===== src/rtl/dut_stream_sequencer.sv =====
`default_nettype none
// ============================================================================
// Module   : dut_stream_sequencer
// Desc     : Frames MM2S samples into a free-running DUT, realigns its output by
//            DUT_LATENCY and returns framed results to S2MM.
//            Optional test-vector stream: DUT_STREAM_SEQ_TESTVEC_EN
// Revision : 1.0
// ============================================================================
module dut_stream_sequencer #(
  parameter int DW_IN       = 16,
  parameter int DW_OUT      = 16,
  parameter int DUT_LATENCY = 8,
  parameter int FIFO_DEPTH  = 16,
  parameter int CNT_W       = 16
) (
  input  logic              clk,
  input  logic              rst,
  input  logic              cfg_start,
  input  logic [CNT_W-1:0]  cfg_frame_len,
  input  logic [CNT_W-1:0]  cfg_num_frames,
  output logic              busy,
  output logic              done,
  input  logic [31:0]       src_tdata,
  input  logic              src_tvalid,
  output logic              src_tready,
  output logic [DW_IN-1:0]  dut_din,
  output logic              dut_din_vld,
  input  logic [DW_OUT-1:0] dut_dout,
`ifdef DUT_STREAM_SEQ_TESTVEC_EN
  output logic [63:0]       tv_tdata,
  output logic [7:0]        tv_tkeep,
  output logic              tv_tvalid,
  output logic              tv_tlast,
  input  logic              tv_tready,
`endif
  output logic [31:0]       snk_tdata,
  output logic [3:0]        snk_tkeep,
  output logic              snk_tvalid,
  output logic              snk_tlast,
  input  logic              snk_tready
);

  localparam int c_aw = $clog2(FIFO_DEPTH);
`ifdef DUT_STREAM_SEQ_TESTVEC_EN
  localparam int c_fifo_w = DW_OUT + DW_IN;
`else
  localparam int c_fifo_w = DW_OUT;
`endif
  localparam logic [c_aw:0]      c_depth   = {1'b1, {c_aw{1'b0}}};
  localparam logic [c_aw:0]      c_ptr_one = {{c_aw{1'b0}}, 1'b1};
  localparam logic [CNT_W-1:0]   c_one     = {{(CNT_W-1){1'b0}}, 1'b1};
  localparam logic [2*CNT_W-1:0] c_one_w   = {{(2*CNT_W-1){1'b0}}, 1'b1};

  typedef enum logic [1:0] {
    S_IDLE  = 2'd0,
    S_RUN   = 2'd1,
    S_DRAIN = 2'd2
  } state_t;

  state_t               r_state;
  logic                 r_done;
  logic [CNT_W-1:0]     r_frame_len;
  logic [CNT_W-1:0]     r_out_cnt;
  logic [2*CNT_W-1:0]   r_total;
  logic [2*CNT_W-1:0]   r_accepted;
  logic [2*CNT_W-1:0]   r_popped;
  logic [c_aw:0]        r_occ;
  logic [DW_IN-1:0]     r_din;
  logic                 r_din_vld;
  logic [DUT_LATENCY-1:0] r_vld_dly;
  logic [c_fifo_w-1:0]  r_mem [FIFO_DEPTH];
  logic [c_aw:0]        r_wr_ptr;
  logic [c_aw:0]        r_rd_ptr;

  logic                 w_start_ok;
  logic                 w_accept;
  logic                 w_push;
  logic                 w_pop;
  logic                 w_fifo_vld;
  logic [2*CNT_W-1:0]   w_acc_next;
  logic [2*CNT_W-1:0]   w_pop_next;
  logic [c_fifo_w-1:0]  w_wdata;
  logic [c_fifo_w-1:0]  w_rd;
  logic [DW_OUT-1:0]    w_dout;
  logic                 w_src_unused;

  assign w_src_unused = ^src_tdata[31:DW_IN];

  assign w_start_ok = (r_state == S_IDLE) && cfg_start &&
                      (cfg_frame_len != '0) && (cfg_num_frames != '0);
  // occ counts in-flight samples (delay line + FIFO), so the FIFO cannot overflow
  assign src_tready = (r_state == S_RUN) && (r_accepted < r_total) && (r_occ < c_depth);
  assign w_accept   = src_tvalid && src_tready;
  assign w_fifo_vld = (r_wr_ptr != r_rd_ptr);
`ifdef DUT_STREAM_SEQ_TESTVEC_EN
  assign w_pop      = w_fifo_vld && snk_tready && tv_tready;
`else
  assign w_pop      = w_fifo_vld && snk_tready;
`endif
  assign w_push     = r_vld_dly[DUT_LATENCY-1];
  assign w_acc_next = r_accepted + c_one_w;
  assign w_pop_next = r_popped + c_one_w;

  assign busy        = (r_state != S_IDLE);
  assign done        = r_done;
  assign dut_din     = r_din;
  assign dut_din_vld = r_din_vld;

`ifdef DUT_STREAM_SEQ_TESTVEC_EN
  logic [31:0]          r_out_idx;
  logic [DW_IN-1:0]     r_din_dly [DUT_LATENCY];
`endif

  always_ff @(posedge clk) begin
    if (rst) begin
      r_state     <= S_IDLE;
      r_done      <= 1'b0;
      r_frame_len <= '0;
      r_total     <= '0;
      r_accepted  <= '0;
      r_popped    <= '0;
      r_out_cnt   <= '0;
      r_occ       <= '0;
`ifdef DUT_STREAM_SEQ_TESTVEC_EN
      r_out_idx   <= '0;
`endif
    end else begin
      case (r_state)
        S_IDLE: begin
          if (w_start_ok) begin
            r_state     <= S_RUN;
            r_frame_len <= cfg_frame_len;
            r_total     <= {{CNT_W{1'b0}}, cfg_frame_len} * {{CNT_W{1'b0}}, cfg_num_frames};
            r_done      <= 1'b0;
          end else if (cfg_start) begin
            r_done      <= 1'b1;
          end
        end
        S_RUN: begin
          if (w_accept && (w_acc_next == r_total))
            r_state <= S_DRAIN;
        end
        S_DRAIN: begin
          if (w_pop && (w_pop_next == r_total)) begin
            r_state <= S_IDLE;
            r_done  <= 1'b1;
          end
        end
        default: r_state <= S_IDLE;
      endcase

      if (w_start_ok) begin
        r_accepted <= '0;
        r_popped   <= '0;
        r_out_cnt  <= '0;
`ifdef DUT_STREAM_SEQ_TESTVEC_EN
        r_out_idx  <= '0;
`endif
      end else begin
        if (w_accept)
          r_accepted <= w_acc_next;
        if (w_pop) begin
          r_popped  <= w_pop_next;
          r_out_cnt <= (r_out_cnt == r_frame_len - c_one) ? '0 : r_out_cnt + c_one;
`ifdef DUT_STREAM_SEQ_TESTVEC_EN
          r_out_idx <= r_out_idx + 32'd1;
`endif
        end
      end

      case ({w_accept, w_pop})
        2'b10:   r_occ <= r_occ + c_ptr_one;
        2'b01:   r_occ <= r_occ - c_ptr_one;
        default: r_occ <= r_occ;
      endcase
    end
  end

  always_ff @(posedge clk) begin
    if (rst) begin
      r_din     <= '0;
      r_din_vld <= 1'b0;
      r_vld_dly <= '0;
      r_wr_ptr  <= '0;
      r_rd_ptr  <= '0;
    end else begin
      r_din_vld <= w_accept;
      if (w_accept)
        r_din <= src_tdata[DW_IN-1:0];
      r_vld_dly[0] <= r_din_vld;
      for (int k = 1; k < DUT_LATENCY; k++)
        r_vld_dly[k] <= r_vld_dly[k-1];
      if (w_push)
        r_wr_ptr <= r_wr_ptr + c_ptr_one;
      if (w_pop)
        r_rd_ptr <= r_rd_ptr + c_ptr_one;
    end
  end

`ifdef DUT_STREAM_SEQ_TESTVEC_EN
  // din travels alongside its valid so each FIFO entry pairs din with its dout
  always_ff @(posedge clk) begin
    if (rst) begin
      for (int k = 0; k < DUT_LATENCY; k++)
        r_din_dly[k] <= '0;
    end else begin
      r_din_dly[0] <= r_din;
      for (int k = 1; k < DUT_LATENCY; k++)
        r_din_dly[k] <= r_din_dly[k-1];
    end
  end
  assign w_wdata = {r_din_dly[DUT_LATENCY-1], dut_dout};
`else
  assign w_wdata = dut_dout;
`endif

  always_ff @(posedge clk) begin
    if (w_push)
      r_mem[r_wr_ptr[c_aw-1:0]] <= w_wdata;
  end

  assign w_rd   = r_mem[r_rd_ptr[c_aw-1:0]];
  assign w_dout = w_rd[DW_OUT-1:0];

  assign snk_tvalid = w_fifo_vld;
  assign snk_tdata  = w_fifo_vld ? 32'($signed(w_dout)) : 32'd0;
  assign snk_tkeep  = w_fifo_vld ? 4'hF : 4'h0;
  assign snk_tlast  = w_fifo_vld && (r_out_cnt == r_frame_len - c_one);

`ifdef DUT_STREAM_SEQ_TESTVEC_EN
  logic [DW_IN-1:0] w_tv_din;
  assign w_tv_din  = w_rd[c_fifo_w-1:DW_OUT];
  assign tv_tvalid = w_fifo_vld;
  assign tv_tlast  = snk_tlast;
  assign tv_tkeep  = w_fifo_vld ? 8'hFF : 8'h00;
  assign tv_tdata  = w_fifo_vld ?
                     {r_out_idx, 16'($signed(w_tv_din)), 16'($signed(w_dout))} : 64'd0;
`endif

endmodule
`default_nettype wire

===== config.mk =====
export PLATFORM = sky130hd
export DESIGN_NAME = dut_stream_sequencer
export DESIGN_NICKNAME = d
export VERILOG_FILES = /design/src/rtl/dut_stream_sequencer.sv
export SDC_FILE = /design/constraint.sdc
export NUM_CORES = 1
export LEC_CHECK = 0
export ABC_AREA = 1
export ABC_CLOCK_PERIOD_IN_PS = 5600
export CORE_MARGIN = 2
export CORE_UTILIZATION = 35
export CTS_BUF_LIST = sky130_fd_sc_hd__clkbuf_16
export CTS_CLUSTER_SIZE = 30
export DETAILED_ROUTE_END_ITERATION = 8
export PLACE_DENSITY = 0.62
export SLEW_MARGIN = 15
export SYNTH_ARGS = -nofsm -noshare
export SYNTH_HDL_FRONTEND = slang
export SYNTH_SLANG_ARGS = --single-unit
export TNS_END_PERCENT = 10

===== constraint.sdc =====
create_clock -name clk -period 5.6 [get_ports clk]
set_input_delay 0.56 -clock clk [delete_from_list [all_inputs] [get_ports clk]]
set_output_delay 0.56 -clock clk [all_outputs]
set_load 0.03 [all_outputs]

Word-level counts from Yosys, hierarchy flattened:

Memories as Yosys holds them, arrays and structs flattened. A register that Yosys moved wholly into a read port is not among the register bits.
Index checks and enable logic that the tools add are counted.

* flip-flop bits (word level): 171
* bits in latches: 0
* RAM bits: 256
* bits in read-only memories: 0
* input bits: 85
* output and inout port bits: 58
* word-level logic and storage cells: 73
* memories kept: 1

* add/subtract/negate cells: 8
* multiply operators: 1
* divide/modulo/power cells: 0
* order comparisons: 2
* equality and inequality tests: 12
* shifts and indexed selects: 0
* mux-type cells: 16
* bitwise logic cells: 0
* reductions and logical operators: 20

Memory list
* r_mem: depth 16, width 16, read ports 1, clocked after Yosys merged registers in 1, wr ports 1, line 71 `logic [c_fifo_w-1:0] r_mem [FIFO_DEPTH];`

Operators by type and width (number)
* 32-bit by 1-bit adder with 32-bit output (second input constant): 2
* 32-bit == test: 2
* 32-bit less-than comparator: 1
* 16-bit by 16-bit multiplier with 32-bit output: 1
* 32-bit 2-to-1 mux: 1
* 16-bit nonzero test: 2
* 16-bit by 1-bit adder with 16-bit output (second input constant): 1
* 16-bit == test: 1
* 16-bit 2-to-1 mux: 1
* 16-bit by 1-bit subtractor with 16-bit output (second input constant): 1
* 5-bit by 1-bit adder with 5-bit output (second input constant): 3
* 4-bit 2-to-1 mux: 3
* 1-bit logical AND: 10
* 5-bit one-hot mux with 2 select lines: 1
* 2-bit 2-to-1 mux: 3
* 2-bit one-hot mux with 3 select lines: 1
* 3-bit AND reduction: 2
* 2-bit nonzero test: 3
* 5-bit less-than comparator (second input constant): 1
* 1-bit 2-to-1 mux: 5
* 5-bit inequality test: 1
* 5-bit by 1-bit subtractor with 5-bit output (second input constant): 1
* 2-bit by 1-bit == test with 1-bit output (second input constant): 2
* 2-bit == test (second input constant): 2
* other kinds (7): 8

Longest topological paths before layout:

* word-level depth: 7
* gate-level depth with buffers: 29
* mapped depth without buffers: 27

Worst setup path after synthesis:

No wires, ideal clock.

* path type: input to register
* from: input port cfg_frame_len[10]
* to: register r_total[25]
* library setup time: 109 ps
* arrival: 5862 ps
* data required time: 5491 ps
* path slack: -371 ps
* stages: 24
* cells stage by stage: clkbuf_1 -> clkbuf_1 -> nand2_1 -> fa_1 -> fa_1 -> fa_1 -> fa_1 -> inv_1 -> fa_1 -> inv_1 -> fa_1 -> inv_1 -> ha_1 -> nand2_1 -> nor2_1 -> inv_1 -> o21ai_0 -> a21oi_1 -> o21ai_0 -> nand2_1 -> nand3_1 -> nand3_1 -> nand2_1 -> inv_1

* word-level cells in the longest chain between the ends: 4
* elaborated cells on any way between the ends: 5

RTL lines
* start: declaration: line 19 `input logic [CNT_W-1:0] cfg_frame_len,`
* branches (longest 4 deep; another with 16-bit by 16-bit multiplier with 32-bit output)
* end signal: assignment: line 133 `r_total <= {{CNT_W{1'b0}}, cfg_frame_len} * {{CNT_W{1'b0}}, cfg_num_frames};`
* end: declaration: line 64 `logic [2*CNT_W-1:0] r_total;`

Several ways; the timed one is not identified.
A chain may end at the register's enable or synchronous reset.

Final worst setup path:

* from: input port cfg_num_frames[12]
* to: register r_total[31]

* word-level cells in the longest chain between the ends: 3
* elaborated cells on any way between the ends: 4

RTL lines
* start: declaration: line 20 `input logic [CNT_W-1:0] cfg_num_frames,`
* branches (longest 3 deep; another with 16-bit by 16-bit multiplier with 32-bit output)

Several ways; the timed one is not identified.

==> results.toml <==
[clock_network]
clk_path_buf_depth = 3
clk_transition_reported_paths_ns = 0.06
cts_made_buffers = 47
ctsHtreeMaxLevel = 2
cts_num_sinks = 431
clock_insertion_delay_worst_skew_ns = 0.61
cts_tree = "built"
holdBufCountCts = 0
clockRootBuffer = "sky130_fd_sc_hd__clkbuf_16"

[yosys]
synth-edff-count = 256
post-synth-top-area-fraction = 0.2561
post_synth_main_area_contributors = "sky130_fd_sc_hd__edfxtp_1 (26%), sky130_fd_sc_hd__fa_1 (13%), sky130_fd_sc_hd__dfxtp_1 (12%)"
yosys.area_share.xor_xnor = 0.01992
synth_top_family_by_area = "simple AND/OR/NAND/NOR gates"
async_reset_ff_frac = 0
synthTopCellsByCount = "sky130_fd_sc_hd__nand2_1 (818), sky130_fd_sc_hd__inv_1 (595), sky130_fd_sc_hd__nor2_1 (409), sky130_fd_sc_hd__o21ai_0 (286), sky130_fd_sc_hd__edfxtp_1 (256)"
synth_unique_cells = 49
synth.area.mux_share = 0
synth-seq-cells = 431
yosys_warnings = 0
syn-mean-instance-area_um2 = 8.083
cell_area_after_synthesis_um2 = 30020
synth_nets = 4143
post_synth_inst_count = 3714
netlist.top_cell.by_area = "sky130_fd_sc_hd__edfxtp_1"
dominantRegCellSynth = "sky130_fd_sc_hd__edfxtp_1"
synth_compound_area_frac = 0.1051
synth-seq-area-share = 0.3728
yosys.cell_count.top_type = "sky130_fd_sc_hd__nand2_1"
synth-adder-area-share = 0.1921
synth_simple_gate_area_share = 0.2081

[route]
routed_wire_length_per_instance_um = 16.07
drt_drc_violations_left = 0
wirelength_um = 82110
dr_total_vias = 25070
drt_pre_antenna_iters = 7
detail-route-antenna-nets = 0
viasPerCell = 4.908
initialDrtViolationCount = 1734

[power]
sw_frac_of_total = 0.4185
share_comb_of_total_power = 0.646
p_leak_nw = 16.10
p_per_area_nw_per_um2 = 527.4
total_net_switching_power_mw = 7.903
power.share.clock = 0.161
irDropWorstVdd_v = 0.0009441
power_frac_seq = 0.192
internal-power_mw = 10.98

[status]
status = "finished clean"

[setup_path]
data_arrival_critical_path_ns = 5.88
worstSetupStartpoint = "cfg_num_frames[12]"
critPathLaunchType = "input pin"
worst_r2r_path_depth = 19
worst-endpoint-required_ns = 6.08
critPathKind = "input pin to flop"
timing.critical_path.to_type = "flop"
path_max_fanout = 7
reg2reg_to = "r_occ[4]"
r2r_slack_ns = 2.05
critical_path.reg2reg.startpoint = "r_total[31]"

[grt]
antenna_violations_before_repair = 2
grt_pass1_vias = 24530
track_usage = 0.1833
grt-ovfl-total = 0
wire_length_of_the_first_global_routing_pass_um = 130700
grt_max_degree = 71

[timing]
worst_slack_ns = 0.2043
grt_setup_unrepaired = "yes"
max_clock_freq_ghz = 0.1853
report.final.slew_viol_count = 0
final_period_minus_worst_setup_slack_ns = 5.396
finalSetupViolations = 0
clock_skew_ns = 0.03372
fin_crit_sh = 0.9635
finalHoldViolations = 0
tightest_slew_ns = 1.055
maxSlewHeadroom = 0.2957

[die]
die_height_um = 296.9
core-area_um2 = 85150
initial_utilization = 0.3526
die_x_um = 296.9
die_area_um2 = 88130
ios = 143
row_count = 107

[cells_and_area]
area.growth.synth_to_final_pct = 19.28
finish.net_count = 4355
drive_gt1_frac = 0.1027
finalNonFillerCells = 5109

[placement]
dp_hpwl_um = 59480
dp_worst_setup_slack_ns = -0.7814
gp_congestion = 0.9090
total_of_buffers_placed_on_input_and_output_ports = 126
dpl_cells = 5010

[flow_run]
max-cap-violations = 0

[worst_hold_path]
worstHoldPathCells = 2
hold_end = "r_vld_dly[2]"
timing.hold.worst.start = "r_vld_dly[1]"
hold_path_class = "flop to flop"
[routing by layer]
metal | vias to the layer above | global-route usage | part of all wire
met1 | 11950 | 0.2392 | 0.43
met5 | - | 0 | 0.00016
li1 | 12310 | - | -
met3 | 143 | 0.02158 | 0.053
met4 | 2 | 0.05219 | 0.026
met2 | 667 | 0.3194 | 0.49
[flip-flops by register name, summed over array words and instances, names as in the netlist, 8 cells and up, named ones only]
register / flops
dut_din: 16
r_total: 32
r_mem: 256
r_out_cnt: 16
r_frame_len: 16
r_popped: 32
r_accepted: 32
r_vld_dly: 8
[power by group through the flow]
stage	clock [mW]	sequential (mW)	combinational (mW)
after floorplan	0	3.65	5.95
after global placement	0	3.70	10.6
after detailed placement	0	3.70	10.6
after CTS	3.11	3.63	10.9
after global routing	3.23	3.65	13.6
final	3.04	3.63	12.2
[worst max path at each step]
stage / endpoint / slack [ns] / cells past startpoint
detailed placement: r_total[31] / -0.78 / 25
CTS: r_total[31] / -0.007 / 25
global route: r_total[31] / -0.09 / 25
global placement: r_total[31] / -0.74 / 23
finish: r_total[31] / 0.20 / 25
floorplan: r_total[31] / -0.02 / 23
[metrics by stage]
stage                       util  instance area [um2]  setup TNS, ns  hold WS (ns)  power [mW]
after global routing      0.4206                35810        -0.2669        0.4132       20.48
after floorplan                -                30120       -0.04791        0.3883       9.602
final                     0.4206                35810              0        0.3994       18.88
after global placement    0.3969                33790         -12.01        0.3929       14.30
after CTS                 0.4150                35330       -0.01109        0.4036       17.61
after detailed placement  0.3969                33790         -13.03        0.3943       14.32
[area by class of cell]
cell class | instances | area [um2]
fillers | 8539 | 49340
multi-input cells | 2496 | 16100
flip-flops and latches | 431 | 11200
repair buffers | 348 | 3304
inverters | 602 | 2261
well taps | 1144 | 1431
clock buffers | 48 | 1201
clock inverters | 39 | 310.3
diodes | 1 | 2.502
[layout by cell type (no fill, tap or decap), drive strengths merged, types with 19 or more instances in the layout]
cell type,count
a21oi,168
a31oi,19
buf,219
clkbuf,53
clkdlybuf4s50,98
clkinv,22
dfxtp,175
dlymetal6s2s,21
edfxtp,256
fa,195
ha,149
inv,615
nand2,829
nand3,187
nand4,23
nor2,432
o21ai,288
o221ai,42
o22ai,24
xnor2,24
xor2,34
[cell families (layout without fill, tap and decap cells)]
logic type                 count (synthesis)  after routing
AOI/OAI and AO/OA                        572            572
xor gates and xnor gates                  62             62
adders and majority gates                344            344
buffers and inverters                    787           1037
DFF                                      431            431
other                                      0              1
and+or+nand+nor                         1518           1518
[critical path: stages]
cell	delay [ns]
sky130_fd_sc_hd__clkdlybuf4s50_1	0.48
sky130_fd_sc_hd__buf_6	0.13
sky130_fd_sc_hd__nand2_1	0.07
sky130_fd_sc_hd__fa_1	0.47
sky130_fd_sc_hd__inv_1	0.05
sky130_fd_sc_hd__fa_1	0.48
sky130_fd_sc_hd__fa_1	0.58
sky130_fd_sc_hd__fa_1	0.44
sky130_fd_sc_hd__fa_1	0.55
sky130_fd_sc_hd__inv_1	0.06
sky130_fd_sc_hd__fa_1	0.47
sky130_fd_sc_hd__inv_1	0.06
sky130_fd_sc_hd__ha_4	0.29
sky130_fd_sc_hd__nand2_4	0.07
sky130_fd_sc_hd__nor2_4	0.10
sky130_fd_sc_hd__inv_2	0.05
sky130_fd_sc_hd__nor4_2	0.24
sky130_fd_sc_hd__nand2_1	0.09
sky130_fd_sc_hd__o211ai_1	0.15
sky130_fd_sc_hd__nand2_1	0.09
sky130_fd_sc_hd__nand2_1	0.07
sky130_fd_sc_hd__or2_2	0.10
sky130_fd_sc_hd__nand3_1	0.06
sky130_fd_sc_hd__nand2_1	0.11
sky130_fd_sc_hd__inv_1	0.04
[what timing repair did]
item,4_1_cts,5_1_grt
cloned,0,4
setup endpoints to repair,14,19
buffers inserted,1,6
gates resized for setup,14,93
pin swaps,2,34
(Power assumes the default switching activity.)
